--- config.mk ---
export PLATFORM = sky130hd
export DESIGN_NAME = cost_server_flat
export DESIGN_NICKNAME = d
export VERILOG_FILES = /design/src/rtl/cost_server_if.sv /design/src/rtl/cost_server.sv /design/src/flat_wrapper.sv
export SDC_FILE = /design/constraint.sdc
export NUM_CORES = 1
export LEC_CHECK = 0
export ABC_CLOCK_PERIOD_IN_PS = 5300
export CAP_MARGIN = 20
export CELL_PAD_IN_SITES_DETAIL_PLACEMENT = 1
export CELL_PAD_IN_SITES_GLOBAL_PLACEMENT = 1
export CORE_AREA = 2 2 241 243
export DETAILED_ROUTE_END_ITERATION = 10
export DIE_AREA = 0 0 243 245
export PLACE_DENSITY_LB_ADDON = 0.1
export SYNTH_ARGS = -nofsm -noshare
export SYNTH_HDL_FRONTEND = slang
export SYNTH_SLANG_ARGS = --single-unit
--- constraint.sdc ---
create_clock -name clk -period 5.3 [get_ports clk]
set_input_delay 1.06 -clock clk [delete_from_list [all_inputs] [get_ports clk]]
set_output_delay 1.06 -clock clk [all_outputs]
set_load 0.005 [all_outputs]
--- src/rtl/cost_server_if.sv ---
// Bus between the cost table server, its table source and the job-assignment engine.
// The master side drives load data, engine indices and engine results; the slave is the server.
interface cost_server_if;
   logic        ld_valid;
   logic        ld_ready;
   logic [6:0]  ld_data;
   logic [2:0]  w;
   logic [2:0]  j;
   logic [6:0]  cost;
   logic        jam_rst;
   logic        valid;
   logic [9:0]  min_cost;
   logic [3:0]  match_count;
   logic [9:0]  res_mincost;
   logic [3:0]  res_match;
   logic [15:0] run_cycles;
   logic        done;
   logic        timeout;

   modport master (
      output ld_valid, ld_data, w, j, valid, min_cost, match_count,
      input  ld_ready, cost, jam_rst, res_mincost, res_match, run_cycles, done, timeout
   );

   modport slave (
      input  ld_valid, ld_data, w, j, valid, min_cost, match_count,
      output ld_ready, cost, jam_rst, res_mincost, res_match, run_cycles, done, timeout
   );
endinterface

--- src/rtl/cost_server.sv ---
// Cost table server: loads a 64x7 cost table, arms the engine, serves costs combinationally
// while it runs, then captures the engine result or declares a timeout.
module cost_server #(
   parameter int TIMEOUT_CYCLES = 65535
) (
   input logic          clk,
   input logic          rst_n,
   cost_server_if.slave bus
);
   typedef enum logic [2:0] {S_LOAD, S_ARM, S_RUN, S_DONE, S_TOUT} state_t;

   localparam logic [15:0] TOUT_AT = 16'(TIMEOUT_CYCLES - 1);

   state_t      state;
   state_t      state_next;
   logic        rst_ok;
   logic        load_beat;
   logic [5:0]  addr;
   logic [6:0]  table_mem [64];
   logic [9:0]  res_mincost_q;
   logic [3:0]  res_match_q;
   logic [15:0] run_cycles_q;

   // Reset release is retimed by one flop, so the first state action lands on the
   // second rising edge after deassertion; ld_valid in that gap cycle is not taken.
   always_ff @(posedge clk or negedge rst_n) begin
      if (!rst_n) rst_ok <= 1'b0;
      else        rst_ok <= 1'b1;
   end

   always_ff @(posedge clk or negedge rst_n) begin
      if (!rst_n) state <= S_LOAD;
      else        state <= state_next;
   end

   always_comb begin
      state_next = state;
      if (rst_ok) begin
         case (state)
            S_LOAD:  if (bus.ld_valid && addr == 6'd63) state_next = S_ARM;
            S_ARM:   state_next = S_RUN;
            S_RUN: begin
               if (bus.valid)                     state_next = S_DONE;
               else if (run_cycles_q == TOUT_AT)  state_next = S_TOUT;
            end
            default: state_next = state;
         endcase
      end
   end

   assign load_beat = rst_ok && (state == S_LOAD) && bus.ld_valid;

   always_ff @(posedge clk or negedge rst_n) begin
      if (!rst_n) begin
         for (int i = 0; i < 64; i++) table_mem[i] <= '0;
      end else if (load_beat) begin
         table_mem[addr] <= bus.ld_data;
      end
   end

   // The address wraps naturally from 63 back to 0 as the last entry is accepted.
   always_ff @(posedge clk or negedge rst_n) begin
      if (!rst_n) addr <= '0;
      else if (load_beat) addr <= addr + 6'd1;
   end

   always_ff @(posedge clk or negedge rst_n) begin
      if (!rst_n) begin
         run_cycles_q  <= '0;
         res_mincost_q <= '0;
         res_match_q   <= '0;
      end else if (rst_ok && state == S_RUN) begin
         if (run_cycles_q != 16'hFFFF) run_cycles_q <= run_cycles_q + 16'd1;
         if (bus.valid) begin
            res_mincost_q <= bus.min_cost;
            res_match_q   <= bus.match_count;
         end
      end
   end

   assign bus.ld_ready    = (state == S_LOAD);
   assign bus.jam_rst     = (state == S_LOAD) || (state == S_ARM);
   assign bus.cost        = (state == S_RUN) ? table_mem[{bus.w, bus.j}] : 7'd0;
   assign bus.res_mincost = res_mincost_q;
   assign bus.res_match   = res_match_q;
   assign bus.run_cycles  = run_cycles_q;
   assign bus.done        = (state == S_DONE);
   assign bus.timeout     = (state == S_TOUT);
endmodule
--- src/flat_wrapper.sv ---
// flat-port wrapper written by rule: the top's interface ports become plain ports
module cost_server_flat 
#(
   parameter int TIMEOUT_CYCLES = 65535
)
  (clk, rst_n, bus_ld_valid, bus_ld_data, bus_w, bus_j, bus_valid, bus_min_cost, bus_match_count, bus_ld_ready, bus_cost, bus_jam_rst, bus_res_mincost, bus_res_match, bus_run_cycles, bus_done, bus_timeout);
  cost_server_if bus_i ();
  input logic clk;
  input logic rst_n;
  input wire logic [$bits(bus_i.ld_valid)-1:0] bus_ld_valid;
  input wire logic [$bits(bus_i.ld_data)-1:0] bus_ld_data;
  input wire logic [$bits(bus_i.w)-1:0] bus_w;
  input wire logic [$bits(bus_i.j)-1:0] bus_j;
  input wire logic [$bits(bus_i.valid)-1:0] bus_valid;
  input wire logic [$bits(bus_i.min_cost)-1:0] bus_min_cost;
  input wire logic [$bits(bus_i.match_count)-1:0] bus_match_count;
  output wire logic [$bits(bus_i.ld_ready)-1:0] bus_ld_ready;
  output wire logic [$bits(bus_i.cost)-1:0] bus_cost;
  output wire logic [$bits(bus_i.jam_rst)-1:0] bus_jam_rst;
  output wire logic [$bits(bus_i.res_mincost)-1:0] bus_res_mincost;
  output wire logic [$bits(bus_i.res_match)-1:0] bus_res_match;
  output wire logic [$bits(bus_i.run_cycles)-1:0] bus_run_cycles;
  output wire logic [$bits(bus_i.done)-1:0] bus_done;
  output wire logic [$bits(bus_i.timeout)-1:0] bus_timeout;
  assign bus_i.ld_valid = bus_ld_valid;
  assign bus_i.ld_data = bus_ld_data;
  assign bus_i.w = bus_w;
  assign bus_i.j = bus_j;
  assign bus_i.valid = bus_valid;
  assign bus_i.min_cost = bus_min_cost;
  assign bus_i.match_count = bus_match_count;
  assign bus_ld_ready = bus_i.ld_ready;
  assign bus_cost = bus_i.cost;
  assign bus_jam_rst = bus_i.jam_rst;
  assign bus_res_mincost = bus_i.res_mincost;
  assign bus_res_match = bus_i.res_match;
  assign bus_run_cycles = bus_i.run_cycles;
  assign bus_done = bus_i.done;
  assign bus_timeout = bus_i.timeout;
  cost_server #(.TIMEOUT_CYCLES(TIMEOUT_CYCLES)) u_core (.clk(clk), .rst_n(rst_n), .bus(bus_i));
endmodule
==> flow_summary.yaml, run 1 <==
clock_network:
  clockBufferDepth: 3
  cts_setup_buffers: 0
  post_cts_resized: 0
  cts.sinks: 488
  cts_hold_buf: 0
  tritoncts: "yes"
  clkTransAtPathRegs_ps: 60
  h-tree-depth: 2
  cts_buffers: 56
  insertion_delay_ps: 620
  cts-root-buf: "clkbuf_16"
pwr:
  comb_power_share_pct: 4.1
  p_leak_nw: 12.44
  p_int_mw: 6.251
  peakVddDrop_uv: 274.4
  pwr_density_cell_mw_per_mm2: 308.8
  p_switching_mw: 1.825
  total_power_mw: 8.076
  p_sw_share_pct: 22.60
  clkPwrFrac_pct: 49.7
  seq_power_share_pct: 46.2
route:
  viasPerCell: 5.503
  drt-total-wl_um: 62560
  wl_per_cell_um: 26.36
  ant_nets: 0
  drc: 0
  vias: 13058
  drtIter0Drc: 647
  dr.pass1.iters: 5
global_routing:
  grt_pass1_wl_um: 96390
  globalRoute.totalOverflow: 0
  grt_pass1_vias: 14268
  grt_use_total_pct: 21.72
  grt_max_degree: 130
  antenna_found_initial: 3
timing:
  holdWs_ps: 415.6
  fin_crit_ps: 4829
  finalHoldViolCount: 0
  final.setup.tns_ps: 0
  rsz0062_at_grt: "false"
  fmax_mhz: 207.1
  tightestPinTransition_ps: 944.4
  fin_worst_skew_ps: 20.70
  post-route-period-util_pct: 91.11
  slew_headroom_pct: 36.83
  setup_violations: 0
  drv_slew: 0
placement:
  port_buffers: 71
  dpl_cell_area_mm2: 0.02423
  hpwl_um: 39680
  place_inst: 2270
  routabilityCongestion: 0.7746
final_layout:
  final_nets: 1597
  fillers: 5613
  drive_gt1_share_pct: 49.84
  fin_area_mm2: 0.02615
  fin_cells: 2373
  area_growth_pct: 15.50
logic_synthesis:
  synth_async_sr_flop_share_pct: 100.0
  yosys_register_bits: 488
  syn_nets: 1534
  yosysSeqAreaShare_pct: 53.93
  avgSynthCellArea_um2: 15.10
  ys_warn_count: 0
  synth-edff-count: 0
  synth_ff_type: "dfrtp_1"
  ys_types: 59
  syn_area_mm2: 0.02264
  syn-instance-count: 1500
worst_setup_path:
  setup.worst_path.class: "primary input to primary output"
  timing.rr.end: "u_core.table_mem[339]"
  critPathMaxFanout: 24
  worstSetupEndpointType: "primary output"
  r2r_setup_slack_ps: 2150
  rr_startpoint: "u_core.state[1]"
  r2r_cells: 6
  arrival_ps: 3770
  crit_path_start_kind: "primary input"
  critPathRequiredTime_ps: 4240
flow_run:
  drv_cap: 0
floorplanning:
  core_mm2: 0.05703
  die_h_um: 245
  die_area_mm2: 0.05954
  io_pins: 72
  num_rows: 88
  initial_core_util_pct: 39.70
  die_x_um: 243
outcome:
  status: "finished, final reports clean"
hold_path:
  hold_class: "primary input to async pin"
-- layout make-up --
type / count / area [µm²] / area share [%]
clock buffer: 87 / 1698 / 6.492
inverter: 7 / 26.28 / 0.1005
timing repair buffer: 117 / 1117 / 4.272
tap: 765 / 957.2 / 3.660
clock inverter: 15 / 221.5 / 0.8468
antenna: 1 / 2.502 / 0.009568
multi-input combinational: 893 / 9920 / 37.93
sequential: 488 / 12210 / 46.69
-- worst max-delay path, cell delays in order --
cell and delay [ps]:
buf_6 210, buf_12 260, mux4_2 530, mux2i_1 470, nand2_1 160, a21oi_1 160
o21ai_0 210, buf_4 210, clkdlybuf4s50_1 440
-- routing by layer --
metal / vias up / GRT usage [%] / wire length, µm
met4: 0 / 6.658 / 1541
met3: 84 / 2.788 / 1796
met5: - / 0 / 0
met2: 176 / 36.38 / 30590
met1: 7141 / 29.55 / 28640
li1: 5657 / - / -
-- per-stage QoR --
stage                     setup WS, ps  utilization [%]
after floorplan                   1596                -
after global placement           480.2            42.49
after detailed placement         483.8            42.49
after CTS                        485.6            45.85
after global routing             416.3            45.86
final                            471.0            45.86
-- flip-flops by register name, summed over array words and instances (netlist names) --
register,flops
u_core.addr,6
u_core.bus.res_mincost,10
u_core.bus.res_match,4
u_core.state,3
u_core.rst_ok,1
u_core.table_mem,448
u_core.bus.run_cycles,16
-- cell families after synthesis --
| group | share of synthesized area [%] |
|---|---|
| AOI/OAI and AO/OA | 1.602 |
| xor gates and xnor gates | 0.7736 |
| adders and majority gates | 0.1658 |
| buffers and inverters | 2.321 |
| DFF | 53.93 |
| muxes | 36.06 |
| other | 0.01656 |
| and+or+nand+nor | 5.128 |
-- layout by cell type, fill, tap and decap left out, types with 3 or more instances in the layout --
cell type / netlist / final
a21oi_1: 20 / 20
a22oi_1: 5 / 5
and3_1: 8 / 8
and3b_1: 3 / 3
buf_12: 0 / 8
buf_2: 20 / 8
buf_4: 14 / 40
bufinv_16: 0 / 5
clkbuf_1: 65 / 13
clkbuf_16: 0 / 56
clkbuf_8: 0 / 18
clkdlybuf4s50_1: 0 / 59
clkinv_2: 0 / 6
dfrtp_1: 488 / 488
ha_1: 3 / 3
inv_1: 7 / 7
mux2_1: 8 / 8
mux2_2: 467 / 467
mux2i_1: 34 / 34
mux4_2: 110 / 110
nand2_1: 27 / 27
nand2_2: 33 / 33
nand2b_1: 5 / 5
nand3_1: 24 / 24
nand3b_1: 7 / 7
nand4_1: 6 / 6
nor2_1: 18 / 18
nor2_2: 28 / 28
nor2_4: 4 / 4
nor3_1: 7 / 7
nor4b_2: 1 / 3
o211ai_1: 8 / 8
o21ai_0: 7 / 7
o22ai_1: 5 / 5
or2_2: 3 / 3
xnor2_1: 15 / 15
xor2_1: 5 / 5
-- synth_stat cells (2+ instances only) --
cell	n	area share [%]
a211oi_1	2	0.066
a21oi_1	20	0.44
a22oi_1	5	0.17
and2_1	2	0.055
and3_1	8	0.22
and3b_1	3	0.12
and4_1	2	0.077
buf_1	12	0.20
buf_2	20	0.44
buf_4	14	0.46
clkbuf_1	65	1.1
dfrtp_1	488	54
ha_1	3	0.17
inv_1	7	0.12
mux2_1	8	0.40
mux2_2	467	23
mux2i_1	34	1.5
mux4_2	110	11
nand2_1	27	0.45
nand2_2	33	0.91
nand2b_1	5	0.14
nand3_1	24	0.53
nand3b_1	7	0.23
nand4_1	6	0.17
nor2_1	18	0.30
nor2_2	28	0.77
nor2_4	4	0.20
nor3_1	7	0.15
nor3b_1	2	0.066
nor4b_1	2	0.077
o211ai_1	8	0.27
o21ai_0	7	0.15
o22ai_1	5	0.14
or2_2	3	0.083
or3_1	2	0.055
xnor2_1	15	0.58
xor2_1	5	0.19
-- power by group through the flow --
stage | logic [mW] | registers [mW] | clock network [mW]
CTS | 0.342 | 3.73 | 4.13
finish | 0.330 | 3.73 | 4.02
global route | 0.364 | 3.73 | 4.28
floorplan | 0.149 | 3.80 | 0
detailed placement | 0.342 | 3.80 | 0
global placement | 0.339 | 3.80 | 0
-- worst max path at each step --
stage / from / end / slack [ps] / depth (start not counted)
3_5_place_dp: bus_j[0] / bus_cost[6] / 480 / 8
4_1_cts: bus_j[0] / bus_cost[6] / 490 / 8
3_3_place_gp: bus_j[2] / bus_cost[1] / 480 / 9
6_report: bus_j[1] / bus_cost[1] / 470 / 9
5_1_grt: bus_j[0] / bus_cost[2] / 420 / 9
2_1_floorplan: bus_j[0] / bus_cost[3] / 1600 / 8
Power figures use the tool's default switching activity.
==> inputs of run 2 (changes only) <==
- ABC_AREA: not set -> 1
- CORE_AREA: 2 2 241 243 -> 2 2 240 242
- DIE_AREA: 0 0 243 245 -> 0 0 242 244
==> run 2 against run 1 <==
Core utilization shrank 0.36 points; sequential power is essentially flat; register-to-register slack lost 230 ps; highest routed layer unchanged; cell count grew 50%; worst hold slack gained 69 ps; largest cell class unchanged; maximum frequency shrank 0.60%; first-iteration DRC count grew 120%; die area shrank 0.82%.
==> flow_summary.yaml, run 2 <==
pwr:
  seq_power_share_pct: 46.0
  p_leak_nw: 11.29
  pwr_density_cell_mw_per_mm2: 317.6
  peakVddDrop_uv: 240.1
  p_sw_share_pct: 23.84
  p_int_mw: 6.180
  comb_power_share_pct: 6.0
  p_switching_mw: 1.935
  clkPwrFrac_pct: 48.1
placement:
  hpwl_um: 46470
  place_ws_ps: 507.2
  routabilityCongestion: 0.8053
  port_buffers: 71
global_routing:
  grt_pass1_wl_um: 119300
  globalRoute.totalOverflow: 0
  grt_pass1_vias: 20284
  antenna_found_initial: 0
  grt_max_degree: 114
  grt_use_total_pct: 25.66
worst_setup_path:
  setup.worst_path.class: "primary input to primary output"
  path_buf_inv: 3
  worstSetupEndpointType: "primary output"
  crit_slowest_cell: "clkdlybuf4s50_1"
  critPathRequiredTime_ps: 4240
  crit_cells: 11
  crit_path_start: "bus_j[0]"
  path_cells: "buf_6 -> buf_12 -> nand2_1 -> nand3_1 -> nand3_1 -> nand2_1 -> nand2_1 -> nand3_1 -> nand3_1 -> a21oi_1 -> clkdlybuf4s50_1"
  critPathMaxFanout: 81
  crit_path_max_incr_delay_ps: 580
  crit_path_start_kind: "primary input"
  crit_family: "buffers and inverters"
  cp_common_cell: "nand3_1"
  arrival_ps: 3800
  r2r_cells: 4
  rr_startpoint: "u_core.addr[0]"
floorplanning:
  die_area_mm2: 0.05905
  num_rows: 87
  die_h_um: 244
  die_x_um: 242
  io_pins: 72
  initial_core_util_pct: 39.89
  core_mm2: 0.05617
final_layout:
  multi_input_area_mm2: 0.009159
  diodes: 0
  fillers: 6711
  largest_reg_flops: 448
  final_common_cell: "nand2_1"
  largest-register: "u_core.table_mem"
  area_growth_pct: 14.05
  drive_gt1_share_pct: 5.786
  final_cell_mix: "1089 x nand2_1, 488 x dfrtp_1, 461 x o21ai_0"
  regArea_mm2: 0.01221
  final_nets: 2792
logic_synthesis:
  ys_types: 28
  ys_warn_count: 0
  synth_ff_type: "dfrtp_1"
  yosysSeqAreaShare_pct: 54.50
  syn_nets: 2828
  avgSynthCellArea_um2: 8.019
  yosys_register_bits: 488
  synth.top_cells.by_area: "dfrtp_1 55%, nand2_1 18%, o21ai_0 10%, nand3_1 8.8%, clkbuf_1 2.8%"
  synth_async_sr_flop_share_pct: 100.0
  synth_area_leader_cell: "dfrtp_1"
  synth_top_area_share_pct: 54.50
  syn-instance-count: 2794
  synthTopCellsByCount: "1089 x nand2_1, 488 x dfrtp_1, 461 x o21ai_0"
  synth-edff-count: 0
  yosysMostFrequentCell: "nand2_1"
  syn_area_mm2: 0.02241
route:
  wl_per_cell_um: 21.17
  drtIter0Drc: 1442
  drc: 0
  dr.pass1.iters: 5
  routedLengthMet1_um: 34780
  dr_wl_met2_um: 35100
  ant_nets: 0
  top_layer: "met4"
  vias: 19526
  viasPerCell: 5.491
  drt-total-wl_um: 75290
  dr_wl_met3_um: 3405
timing:
  fin_worst_skew_ps: 13.94
  fin_crit_ps: 4858
  slew_headroom_pct: 20.60
  fmax_mhz: 205.8
  layout_setup_ws_ps: 441.8
  finalHoldViolCount: 0
  rsz0062_at_grt: "false"
  final.setup.tns_ps: 0
  drv_slew: 0
  post-route-period-util_pct: 91.66
  tightestPinTransition_ps: 1187
  setup_violations: 0
clock_network:
  post_cts_resized: 0
  cts_hold_buf: 0
  clockBufferDepth: 3
  cts_setup_buffers: 0
  clkTransAtPathRegs_ps: 50
  cts-root-buf: "clkbuf_16"
  cts.sinks: 488
  h-tree-depth: 2
  tritoncts: "yes"
  cts_buffers: 55
  insertion_delay_ps: 610
hold_path:
  hold_path_depth: 2
  hp-start: "u_core.table_mem[100]"
  hold_class: "flop to flop"
flow_run:
  drv_cap: 0
outcome:
  status: "finished, final reports clean"
## run 2: worst min-delay path, cell delays in order (launching register included)
cell and delay (ps):
dfrtp_1 340, nand2_1 50, o21ai_0 60
## run 2: logic make-up (layout without fill, tap and decap cells)
group           after synthesis  in the layout  share of synthesized area (%)
compound gates              471            471                          10.53
flops                       488            488                          54.50
simple gates               1552           1552                          28.87
other cells                   1              1                        0.01674
fa+ha+maj                     3              3                         0.1676
mux                          14             14                         0.7036
xor+xnor                     15             15                         0.5864
buf+inv                     250            256                          4.618
## run 2: power groups by stage
stage	logic [mW]	registers, mW	clock network [mW]
final	0.485	3.73	3.90
after global routing	0.532	3.73	4.16
after detailed placement	0.494	3.80	0
after CTS	0.495	3.73	4.00
after floorplan	0.217	3.80	0
after global placement	0.490	3.80	0
## run 2: path summary, 6_finish.rpt
path,to,slack [ps]
max,bus_cost[2],440
min,u_core.table_mem[100],480
max reg2reg,u_core.table_mem[282],1920
min reg2reg,u_core.table_mem[100],480
max in group asynchronous,u_core.table_mem[239],3570
min in group asynchronous,u_core.table_mem[91],520
## run 2: stage by stage
step / total power [mW] / instances / instance area (µm²) / utilization [%] / hold WS (ps)
after floorplan: 4.015 / 2794 / 22410 / - / 452.9
after global placement: 4.286 / 3455 / 23690 / 42.17 / 465.5
after detailed placement: 4.290 / 3457 / 23720 / 42.22 / 473.2
after CTS: 8.224 / 3556 / 25550 / 45.49 / 487.3
after global routing: 8.416 / 3556 / 25550 / 45.49 / 501.1
final: 8.115 / 3556 / 25550 / 45.49 / 484.2
## run 2: layout make-up
type,instances,share of cell area (%)
sequential,488,47.79
clock inverter,6,0.4113
timing repair buffer,113,4.808
tap,756,3.702
multi-input combinational,2056,35.84
clock buffer,93,6.777
inverter,44,0.6708
## run 2: per-layer routing
metal / GRT usage [%] / vias to the layer above
met3: 3.819 / 121
met1: 35.56 / 9891
met5: 0 / -
met2: 41.72 / 421
li1: - / 9093
met4: 7.861 / 0
==> inputs of run 3 (changes only) <==
- GPL_TIMING_DRIVEN: not set -> 0
==> run 3 against run 2 <==
Sequential cell count stayed put; cell count up 4.9%; power increased by 4.6%; largest power group unchanged; sequential share of layout area fell by 1.2 points; maximum frequency is 7.9% lower.
==> flow_summary.yaml, run 3 (same netlist as run 2, synthesis figures left out) <==
worst_setup_path:
  crit_slowest_cell: "clkdlybuf4s50_1"
  path_cells: "buf_2 -> inv_2 -> clkbuf_1 -> clkbuf_2 -> nand2_1 -> nand3_1 -> nand3_1 -> nand2_1 -> nand2_1 -> nand3_1 -> nand3_1 -> a21oi_1 -> clkdlybuf4s50_1"
  setup.worst_path.class: "primary input to primary output"
  rr_startpoint: "u_core.addr[2]"
  critPathRequiredTime_ps: 4240
  crit_path_start: "bus_j[0]"
  crit_path_max_incr_delay_ps: 590
  r2r_setup_slack_ps: 1860
  critPathMaxFanout: 10
  crit_path_start_kind: "primary input"
  timing.rr.end: "u_core.table_mem[437]"
  cp_common_cell: "nand3_1"
  worstSetupEndpointType: "primary output"
  crit_family: "buffers and inverters"
  arrival_ps: 4210
  path_buf_inv: 5
  r2r_cells: 7
final_layout:
  drive_gt1_share_pct: 6.931
  final_nets: 2961
  largest-register: "u_core.table_mem"
  largest_reg_flops: 448
  fin_area_mm2: 0.02623
  final_cell_mix: "1089 x nand2_1, 488 x dfrtp_1, 461 x o21ai_0"
  fillers: 6815
  final_common_cell: "nand2_1"
  area_growth_pct: 17.05
timing:
  fin_worst_skew_ps: 40.71
  finalHoldViolCount: 0
  post-route-period-util_pct: 99.48
  rsz0062_at_grt: "true"
  layout_setup_ws_ps: 27.37
  fin_crit_ps: 5273
  drv_slew: 0
  final.setup.tns_ps: 0
  fmax_mhz: 189.7
  tightestPinTransition_ps: 1151
  setup_violations: 0
  slew_headroom_pct: 23.00
floorplanning:
  die_area_mm2: 0.05905
  core_mm2: 0.05617
  num_rows: 87
  die_x_um: 242
  io_pins: 72
  initial_core_util_pct: 39.89
  die_h_um: 244
global_routing:
  grtUsageMet3_pct: 7.397
  grt_use_met1_pct: 44.05
  grt_use_met2_pct: 51.63
  grt_use_total_pct: 33.13
  globalRoute.totalOverflow: 0
  busiest_layer: "met2"
  grt_pass1_wl_um: 144300
  grt_max_degree: 116
  antenna_found_initial: 3
  grt_pass1_vias: 21699
pwr:
  p_switching_mw: 2.184
  p_leak_nw: 11.59
  clkPwrFrac_pct: 48.9
  pwr_density_cell_mw_per_mm2: 323.7
  peakVddDrop_uv: 268.9
  p_int_mw: 6.305
  p_sw_share_pct: 25.73
  comb_power_share_pct: 7.2
  seq_power_share_pct: 43.9
hold_path:
  hold_class: "primary input to async pin"
route:
  drc: 0
  wl_per_cell_um: 26.16
  viasPerCell: 5.732
  ant_nets: 0
  dr.pass1.iters: 7
  vias: 21380
  drt-total-wl_um: 97590
  drtIter0Drc: 1902
clock_network:
  cts_buffers: 56
  insertion_delay_ps: 650
  cts_hold_buf: 0
  clockBufferDepth: 3
  tritoncts: "yes"
  clkTransAtPathRegs_ps: 60
  cts-root-buf: "clkbuf_16"
  h-tree-depth: 2
  cts.sinks: 488
placement:
  place_ws_ps: -546.3
  port_buffers: 68
  dpl_cell_area_mm2: 0.02418
  hpwl_um: 67450
  routabilityCongestion: 0.9660
outcome:
  status: "finished, final reports clean"
flow_run:
  drv_cap: 0
## run 3: repair_timing
action | 4_1_cts | 5_1_grt
setup endpoints to repair | 7 | 7
buffers inserted | 0 | 0
gates resized for setup | 42 | 40
## run 3: layout make-up
| class | instances | area, µm² | area share (%) |
|---|---|---|---|
| flip-flops and latches | 488 | 12210 | 46.56 |
| multi-input cells | 2056 | 9166 | 34.95 |
| clock buffers | 80 | 1664 | 6.345 |
| plain buffers | 206 | 960.9 | 3.664 |
| well taps | 756 | 945.9 | 3.607 |
| repair buffers | 75 | 825.8 | 3.149 |
| clock inverters | 23 | 281.5 | 1.073 |
| inverters | 44 | 165.2 | 0.6297 |
| diodes | 2 | 5.005 | 0.01908 |
## run 3: worst max-delay path by stage
stage	end	slack, ps	depth (start not counted)
6_report	bus_cost[6]	30	13
5_1_grt	bus_cost[1]	-20	12
4_1_cts	bus_cost[1]	6	12
3_5_place_dp	bus_cost[5]	-550	11
3_3_place_gp	u_core.table_mem[395]	-18840	1
2_1_floorplan	bus_cost[4]	1790	12
## run 3: power by group through the flow
stage               Clock (mW)  Sequential, mW  Combinational, mW
floorplan                    0            3.80              0.217
detailed placement           0            3.80              0.588
finish                    4.15            3.73              0.612
global route              4.34            3.73              0.634
CTS                       4.18            3.73              0.595
global placement             0            3.81              0.569
## run 3: layer usage
layer / share of wire, % / wire length [µm] / vias to the layer above
li1: - / - / 9454
met3: 8.2 / 8040 / 237
met1: 42 / 40890 / 10838
met2: 45 / 43750 / 849
met4: 5.0 / 4890 / 2
met5: 0.013 / 13 / -
## run 3: through the flow
stage | cells | hold slack (ps) | util (%) | power, mW
detailed placement | 3625 | 473.0 | 43.04 | 4.385
CTS | 3728 | 398.3 | 46.65 | 8.509
global route | 3728 | 437.4 | 46.68 | 8.699
finish | 3730 | 400.2 | 46.69 | 8.489
global placement | 3618 | 465.3 | 42.78 | 4.374
floorplan | 2794 | 452.9 | - | 4.015
## run 3: worst reg2reg max path: stages (launching register included)
cell and delay, ps:
dfrtp_1 480, nor2_1 920, nand2_1 140, nor2_2 850
nand2_1 360, clkbuf_1 370, nand2_1 120, o21ai_0 80
